--- src/rtl/dmem_arbiter_pkg.sv ---
// Shared definitions for the CCSS data-memory arbiter: FSM encoding,
// default geometry and modular index arithmetic.
package ccss_dmem_pkg;

  typedef enum logic [1:0] {
    ST_IDLE  = 2'd0,
    ST_ISSUE = 2'd1,
    ST_WAIT  = 2'd2,
    ST_ACK   = 2'd3
  } state_e;

  localparam int DEF_NUM_CORES = 4;
  localparam int DEF_ADDR_W    = 16;
  localparam int DEF_DATA_W    = 16;

  // (a + b) mod n for operands already in [0, n); avoids a divider.
  function automatic int wrap_add(input int a, input int b, input int n);
    return ((a + b) >= n) ? (a + b - n) : (a + b);
  endfunction

endpackage

--- src/rtl/dmem_arbiter_if.sv ---
// Core-side request bus and RAM-side port of the data-memory arbiter.
interface dmem_arbiter_if
  import ccss_dmem_pkg::*;
#(
  parameter int NUM_CORES = DEF_NUM_CORES,
  parameter int ADDR_W    = DEF_ADDR_W,
  parameter int DATA_W    = DEF_DATA_W
);
  logic [NUM_CORES-1:0]        req;
  logic [NUM_CORES-1:0]        wren;
  logic [NUM_CORES*ADDR_W-1:0] addr;
  logic [NUM_CORES*DATA_W-1:0] wdata;
  logic [NUM_CORES*DATA_W-1:0] rdata;
  logic [NUM_CORES-1:0]        ack;
  logic                        busy;
  logic [NUM_CORES-1:0]        grant;
  logic [ADDR_W-1:0]           mem_addr;
  logic [DATA_W-1:0]           mem_wdata;
  logic                        mem_wren;
  logic [DATA_W-1:0]           mem_rdata;

  modport master (
    output req, wren, addr, wdata, mem_rdata,
    input  rdata, ack, busy, grant, mem_addr, mem_wdata, mem_wren
  );

  modport slave (
    input  req, wren, addr, wdata, mem_rdata,
    output rdata, ack, busy, grant, mem_addr, mem_wdata, mem_wren
  );
endinterface

--- src/rtl/dmem_arbiter_rr.sv ---
// Rotating-priority pick: the first requester at or after ptr_i wins.
module rr_arbiter
  import ccss_dmem_pkg::*;
#(
  parameter int NUM_CORES = DEF_NUM_CORES,
  parameter int IDX_W     = (NUM_CORES > 1) ? $clog2(NUM_CORES) : 1
) (
  input  logic [NUM_CORES-1:0] req_i,
  input  logic [IDX_W-1:0]     ptr_i,
  output logic [NUM_CORES-1:0] win_oh_o,
  output logic [IDX_W-1:0]     win_idx_o,
  output logic                 valid_o
);

  // Scan from the pointer; the first hit locks the winner.
  always_comb begin
    win_idx_o = '0;
    valid_o   = 1'b0;
    for (int k = 0; k < NUM_CORES; k++) begin
      if (!valid_o && req_i[wrap_add(int'(ptr_i), k, NUM_CORES)]) begin
        valid_o   = 1'b1;
        win_idx_o = IDX_W'(wrap_add(int'(ptr_i), k, NUM_CORES));
      end else begin
        valid_o   = valid_o;
      end
    end
    if (valid_o) begin
      win_oh_o = NUM_CORES'(1) << win_idx_o;
    end else begin
      win_oh_o = '0;
    end
  end

endmodule

--- src/rtl/dmem_arbiter.sv ---
// Round-robin arbiter between per-core data-memory ports and one shared
// address-registered RAM; one access per IDLE-ISSUE-WAIT-ACK round.
module dmem_arbiter
  import ccss_dmem_pkg::*;
#(
  parameter int NUM_CORES = DEF_NUM_CORES,
  parameter int ADDR_W    = DEF_ADDR_W,
  parameter int DATA_W    = DEF_DATA_W
) (
  input logic           clk,
  input logic           rst,
  dmem_arbiter_if.slave bus
);
  localparam int IDX_W = (NUM_CORES > 1) ? $clog2(NUM_CORES) : 1;

  state_e                           state_q, state_d;
  logic [NUM_CORES-1:0]             grant_q, grant_d;
  logic [NUM_CORES-1:0]             ack_q, ack_d;
  logic [IDX_W-1:0]                 idx_q, idx_d;
  logic [IDX_W-1:0]                 ptr_q, ptr_d;
  logic [ADDR_W-1:0]                mem_addr_q, mem_addr_d;
  logic [DATA_W-1:0]                mem_wdata_q, mem_wdata_d;
  logic                             mem_wren_q, mem_wren_d;
  logic                             wr_q, wr_d;
  logic                             busy_q, busy_d;
  logic [NUM_CORES-1:0][DATA_W-1:0] rdata_q, rdata_d;

  logic [NUM_CORES-1:0] win_oh_s;
  logic [IDX_W-1:0]     win_idx_s;
  logic                 win_valid_s;

  rr_arbiter #(.NUM_CORES(NUM_CORES), .IDX_W(IDX_W)) u_rr (
    .req_i     (bus.req),
    .ptr_i     (ptr_q),
    .win_oh_o  (win_oh_s),
    .win_idx_o (win_idx_s),
    .valid_o   (win_valid_s)
  );

  // Next-state and datapath; wr_q remembers the direction after mem_wren drops.
  always_comb begin
    state_d     = state_q;
    grant_d     = grant_q;
    ack_d       = '0;
    idx_d       = idx_q;
    ptr_d       = ptr_q;
    mem_addr_d  = mem_addr_q;
    mem_wdata_d = mem_wdata_q;
    mem_wren_d  = mem_wren_q;
    wr_d        = wr_q;
    rdata_d     = rdata_q;
    case (state_q)
      ST_IDLE: begin
        if (win_valid_s) begin
          state_d     = ST_ISSUE;
          grant_d     = win_oh_s;
          idx_d       = win_idx_s;
          mem_addr_d  = bus.addr[win_idx_s*ADDR_W +: ADDR_W];
          mem_wdata_d = bus.wdata[win_idx_s*DATA_W +: DATA_W];
          mem_wren_d  = bus.wren[win_idx_s];
          wr_d        = bus.wren[win_idx_s];
        end else begin
          state_d     = ST_IDLE;
        end
      end
      ST_ISSUE: begin
        mem_wren_d = 1'b0;
        state_d    = ST_WAIT;
      end
      ST_WAIT: begin
        state_d = ST_ACK;
        ack_d   = grant_q;
        if (wr_q) begin
          rdata_d[idx_q] = rdata_q[idx_q];
        end else begin
          rdata_d[idx_q] = bus.mem_rdata;
        end
      end
      ST_ACK: begin
        grant_d = '0;
        ptr_d   = IDX_W'(wrap_add(int'(idx_q), 1, NUM_CORES));
        state_d = ST_IDLE;
      end
      default: begin
        state_d    = ST_IDLE;
        grant_d    = '0;
        mem_wren_d = 1'b0;
      end
    endcase
    busy_d = (state_d != ST_IDLE);
  end

  // State and output registers; reset aborts any access in flight.
  always_ff @(posedge clk or posedge rst) begin
    if (rst) begin
      state_q     <= ST_IDLE;
      grant_q     <= '0;
      ack_q       <= '0;
      idx_q       <= '0;
      ptr_q       <= '0;
      mem_addr_q  <= '0;
      mem_wdata_q <= '0;
      mem_wren_q  <= 1'b0;
      wr_q        <= 1'b0;
      busy_q      <= 1'b0;
      rdata_q     <= '0;
    end else begin
      state_q     <= state_d;
      grant_q     <= grant_d;
      ack_q       <= ack_d;
      idx_q       <= idx_d;
      ptr_q       <= ptr_d;
      mem_addr_q  <= mem_addr_d;
      mem_wdata_q <= mem_wdata_d;
      mem_wren_q  <= mem_wren_d;
      wr_q        <= wr_d;
      busy_q      <= busy_d;
      rdata_q     <= rdata_d;
    end
  end

  assign bus.rdata     = rdata_q;
  assign bus.ack       = ack_q;
  assign bus.busy      = busy_q;
  assign bus.grant     = grant_q;
  assign bus.mem_addr  = mem_addr_q;
  assign bus.mem_wdata = mem_wdata_q;
  assign bus.mem_wren  = mem_wren_q;

endmodule

--- src/flat_wrapper.sv ---
// flat-port wrapper written by rule: the top's interface ports become plain ports
module dmem_arbiter_flat import ccss_dmem_pkg::*;
#(
  parameter int NUM_CORES = DEF_NUM_CORES,
  parameter int ADDR_W    = DEF_ADDR_W,
  parameter int DATA_W    = DEF_DATA_W
)
  (clk, rst, bus_req, bus_wren, bus_addr, bus_wdata, bus_mem_rdata, bus_rdata, bus_ack, bus_busy, bus_grant, bus_mem_addr, bus_mem_wdata, bus_mem_wren);
  dmem_arbiter_if #(.NUM_CORES(NUM_CORES), .ADDR_W(ADDR_W), .DATA_W(DATA_W)) bus_i ();
  input logic clk;
  input logic rst;
  input wire logic [$bits(bus_i.req)-1:0] bus_req;
  input wire logic [$bits(bus_i.wren)-1:0] bus_wren;
  input wire logic [$bits(bus_i.addr)-1:0] bus_addr;
  input wire logic [$bits(bus_i.wdata)-1:0] bus_wdata;
  input wire logic [$bits(bus_i.mem_rdata)-1:0] bus_mem_rdata;
  output wire logic [$bits(bus_i.rdata)-1:0] bus_rdata;
  output wire logic [$bits(bus_i.ack)-1:0] bus_ack;
  output wire logic [$bits(bus_i.busy)-1:0] bus_busy;
  output wire logic [$bits(bus_i.grant)-1:0] bus_grant;
  output wire logic [$bits(bus_i.mem_addr)-1:0] bus_mem_addr;
  output wire logic [$bits(bus_i.mem_wdata)-1:0] bus_mem_wdata;
  output wire logic [$bits(bus_i.mem_wren)-1:0] bus_mem_wren;
  assign bus_i.req = bus_req;
  assign bus_i.wren = bus_wren;
  assign bus_i.addr = bus_addr;
  assign bus_i.wdata = bus_wdata;
  assign bus_i.mem_rdata = bus_mem_rdata;
  assign bus_rdata = bus_i.rdata;
  assign bus_ack = bus_i.ack;
  assign bus_busy = bus_i.busy;
  assign bus_grant = bus_i.grant;
  assign bus_mem_addr = bus_i.mem_addr;
  assign bus_mem_wdata = bus_i.mem_wdata;
  assign bus_mem_wren = bus_i.mem_wren;
  dmem_arbiter #(.NUM_CORES(NUM_CORES), .ADDR_W(ADDR_W), .DATA_W(DATA_W)) u_core (.clk(clk), .rst(rst), .bus(bus_i));
endmodule
--- config.mk ---
export PLATFORM = sky130hd
export DESIGN_NAME = dmem_arbiter_flat
export DESIGN_NICKNAME = d
export VERILOG_FILES = /design/src/rtl/dmem_arbiter_pkg.sv /design/src/rtl/dmem_arbiter_if.sv /design/src/rtl/dmem_arbiter_rr.sv /design/src/rtl/dmem_arbiter.sv /design/src/flat_wrapper.sv
export SDC_FILE = /design/constraint.sdc
export NUM_CORES = 1
export LEC_CHECK = 0
export CAP_MARGIN = 10
export CORE_UTILIZATION = 44
export CTS_BUF_LIST = sky130_fd_sc_hd__clkbuf_8
export CTS_CLUSTER_DIAMETER = 100
export CTS_CLUSTER_SIZE = 10
export DETAILED_ROUTE_END_ITERATION = 10
export PLACE_DENSITY = 0.85
export SYNTH_ARGS = -nofsm -noshare
export SYNTH_HDL_FRONTEND = slang
export SYNTH_HIERARCHICAL = 1
export SYNTH_SLANG_ARGS = --single-unit
--- constraint.sdc ---
create_clock -name clk -period 5.5 [get_ports clk]
set_input_delay 1.65 -clock clk [delete_from_list [all_inputs] [get_ports clk]]
set_output_delay 1.65 -clock clk [all_outputs]
set_load 0.1 [all_outputs]
==> impl_metrics.tcl <==
set metrics [dict create \
    outcome "finished, final reports clean" \
    iteration_0_drc_count_of_the_detailed_router 399 \
    rows 42 \
    cts_hold_repair.buffers 0 \
    clock-skew-final_ns 0.01641 \
    synthSimpleGateAreaFrac_pct 9.490 \
    timing.hold.worst.start "u_core/bus.mem_wdata[15]$_DFFE_PP0P_" \
    tightest_slew_ns 1.129 \
    timing.final.crit_share_pct 72.02 \
    synth.ff_latch_count 113 \
    timing.max_cap.violations 0 \
    cts_resized 0 \
    max_slew_vio_count 0 \
    synth_top_family_by_area "multiplexers" \
    critical_path.startpoint_type "input port" \
    area_growth_syn_to_layout_pct 52.26 \
    final_layout_size_suffix_gt1_share_pct 19.69 \
    maximum_number_of_pins_on_one_net_before_global_route_repair 91 \
    globalRoute.totalOverflow 0 \
    synth-edff-count 0 \
    reg2reg_to "u_core/bus.mem_addr[12]$_DFFE_PP0P_" \
    postSynthAreaPerCell_um2 11.90 \
    postCtsSetupBuffers 0 \
    place.detailed.hpwl_mm 13.02 \
    tritoncts "built" \
    floorplan.core_area_um2 13240 \
    worst_setup_path_end_kind "flop" \
    gp_routability_congestion 0.8826 \
    grtUsageTotal_pct 26.31 \
    routed_wirelength_mm 17.95 \
    initial_core_util_pct 45.00 \
    r2r_cells 5 \
    syn-cell-area_um2 5959 \
    yosysSeqAreaShare_pct 47.45 \
    cts_buffer_depth 2 \
    drt-vias-per-instance 5.598 \
    vias 5251 \
    mappedNetlistNets 663 \
    maxSlewHeadroom_pct 24.57 \
    final-setup-viol-count 0 \
    f_max_mhz 252.5 \
    timing.setup.critical_path_class "input port to flop" \
    maximum_cell_stage_delay_along_the_critical_path_ns 0.65 \
    htree_levels 4 \
    multiInputGateArea_um2 2874 \
    synth_compound_area_share_pct 10.92 \
    grt_first_pass_wirelength_mm 28.53 \
    synthAdderAreaFrac_pct 1.680 \
    synth.yosys.warnings 6 \
    fin_tns_setup_ns 0 \
    dr.pass1.iters 6 \
    critical_path_required_ns 5.82 \
    cp_data_arrival_time_ns 4.28 \
    r2r_setup_slack_ns 2.85 \
    die_area_um2 14010 \
    cts.clk_slew.worst_paths_ns 0.09 \
    endpoint "u_core/bus.mem_addr[12]$_DFFE_PP0P_" \
    drt_drc_violations_left 0 \
    rsz0062_at_grt "false" \
    cpMaxStageDelayCell "sky130_fd_sc_hd__mux4_1" \
    min-delay-path-class "flop to flop" \
    fp.dieW_um 118.4 \
    clock_sink_count 113 \
    numCtsBuffers 17 \
    cp_max_fo 34 \
    grt_pass1_vias 5629 \
    synth_xor_xnor_area_share_pct 0 \
    num-nets-final 911 \
    crit-reg2reg-launch "u_core/ptr_q[1]$_DFFE_PP0P_" \
    cts.root.buffer_cell "sky130_fd_sc_hd__clkbuf_8" \
    antenna_cells 0 \
    ioPinCount 260 \
    crit_start "bus_req[1]" \
    synth.lib_cells_used.distinct 35 \
    post-route-min-period_ns 3.961 \
    quantity_of_i_o_buffers_inserted_on_ports 259 \
    worstSkewPairLatency_ns 0.43 \
    nFillCells 928 \
    area.sequential_um2 2828 \
    worstPathCellList "clkdlybuf4s50_1 -> nand2b_1 -> a21oi_1 -> a211oi_4 -> buf_4 -> mux4_1 -> mux2_2" \
    synthesis.instances 501 \
    synthMuxAreaShare_pct 25.74 \
    antenna_violations_before_repair 0 \
    synthArstFlopShare_pct 100.0 \
    chipHeight_um 118.4 \
    hold_violations 0 \
    wl_per_cell_um 19.14 \
    yosys_most_used_dff "sky130_fd_sc_hd__dfrtp_1" \
    detail-route-antenna-nets 0 \
]
[cell usage in the layout, fill, tap and decap left out, types with 3 or more instances in the layout]
| cell | n |
|---|---|
| sky130_fd_sc_hd__a21oi_1 | 15 |
| sky130_fd_sc_hd__a21oi_2 | 5 |
| sky130_fd_sc_hd__a22o_1 | 3 |
| sky130_fd_sc_hd__a31oi_1 | 65 |
| sky130_fd_sc_hd__and2_1 | 9 |
| sky130_fd_sc_hd__and2b_1 | 4 |
| sky130_fd_sc_hd__buf_4 | 8 |
| sky130_fd_sc_hd__bufinv_16 | 3 |
| sky130_fd_sc_hd__clkbuf_8 | 18 |
| sky130_fd_sc_hd__clkdlybuf4s50_1 | 259 |
| sky130_fd_sc_hd__clkinvlp_4 | 5 |
| sky130_fd_sc_hd__dfrtp_1 | 113 |
| sky130_fd_sc_hd__ha_1 | 8 |
| sky130_fd_sc_hd__inv_1 | 10 |
| sky130_fd_sc_hd__inv_6 | 4 |
| sky130_fd_sc_hd__mux2_2 | 68 |
| sky130_fd_sc_hd__mux4_1 | 4 |
| sky130_fd_sc_hd__mux4_2 | 29 |
| sky130_fd_sc_hd__nand2_1 | 19 |
| sky130_fd_sc_hd__nor2_1 | 71 |
| sky130_fd_sc_hd__nor2b_1 | 15 |
| sky130_fd_sc_hd__o21ai_0 | 5 |
[flip-flops by register name, summed over array words and instances (netlist names)]
register              flops
u_core/wr_q               1
u_core/bus.busy           1
u_core/bus.mem_wren       1
u_core/ptr_q              2
u_core/bus.ack            4
u_core/bus.rdata         64
u_core/idx_q              2
u_core/bus.mem_addr      16
u_core/bus.grant          4
u_core/bus.mem_wdata     16
u_core/state_q            2
[through the flow]
step                cells  utilization [%]  worst slack (ns)  hold WS (ns)  cell area, um2
floorplan             501                -            0.8626        0.5053            5959
global placement      905            65.08             1.247        0.4878            8618
detailed placement    905            65.08             1.103        0.4913            8618
CTS                   937            68.31             1.569        0.5148            9046
global route          938            68.52             1.442        0.5285            9074
finish                938            68.52             1.539        0.5124            9074
[final cells by class]
class,instances,area share (%)
clock buffer,18,2.730
clock inverter,14,1.986
inverter,11,0.4826
multi-input combinational,338,31.67
sequential,113,31.16
tap,176,2.427
timing repair buffer,268,29.54
[critical path: cells and delay by family]
| kind | cells | cell delay (ns) |
|---|---|---|
| buf+inv | 2 | 1.16 |
| mux | 2 | 0.95 |
| compound gates | 2 | 0.34 |
| simple gates | 1 | 0.15 |
[synthesized netlist by cell type (all sizes together), types with 2 or more instances]
library cell / count / area share (%)
a211oi: 2 / 0.34
a21oi: 21 / 2.1
a22o: 3 / 0.44
a31oi: 65 / 6.8
and2: 9 / 0.94
and2b: 4 / 0.50
buf: 18 / 2.7
clkbuf: 21 / 1.4
dfrtp: 113 / 47
ha: 8 / 1.7
inv: 11 / 0.69
mux2: 68 / 13
mux4: 33 / 13
nand2: 20 / 1.3
nand2b: 3 / 0.36
nor2: 71 / 4.5
nor2b: 16 / 1.7
nor3: 2 / 0.17
o21ai: 6 / 0.50
[metal layers]
metal  GRT usage [%]  part of all wire, %  up-vias
met5               0                    0        -
met3           6.998                  7.8       40
met4           10.05                  2.6        0
met2           48.09                   54      293
met1           29.03                   36     2579
li1                -                    -     2339
[logic make-up (layout without fill, tap and decap cells)]
kind of cell | count (synthesis) | after routing
multiplexers | 102 | 102
AND/OR/NAND/NOR | 126 | 126
adder cells (fa/ha/maj) | 8 | 8
flip-flops | 113 | 113
buffers and inverters | 50 | 311
AO/OA/AOI/OAI | 102 | 102
[worst min path at each step]
| stage | slack [ns] | to | cells past startpoint |
|---|---|---|---|
| after detailed placement | 0.49 | u_core/bus.mem_wdata[0]$_DFFE_PP0P_ | 1 |
| final | 0.51 | u_core/bus.mem_wdata[15]$_DFFE_PP0P_ | 1 |
| after floorplan | 0.51 | u_core/ptr_q[1]$_DFFE_PP0P_ | 1 |
| after CTS | 0.51 | u_core/bus.mem_wdata[5]$_DFFE_PP0P_ | 1 |
| after global placement | 0.49 | u_core/bus.mem_wdata[11]$_DFFE_PP0P_ | 1 |
| after global routing | 0.53 | u_core/bus.mem_wdata[5]$_DFFE_PP0P_ | 1 |
Power is left out: the tool's default activity adds up to more than one toggle a clock period on the data nets, which glitch-free logic cannot reach.
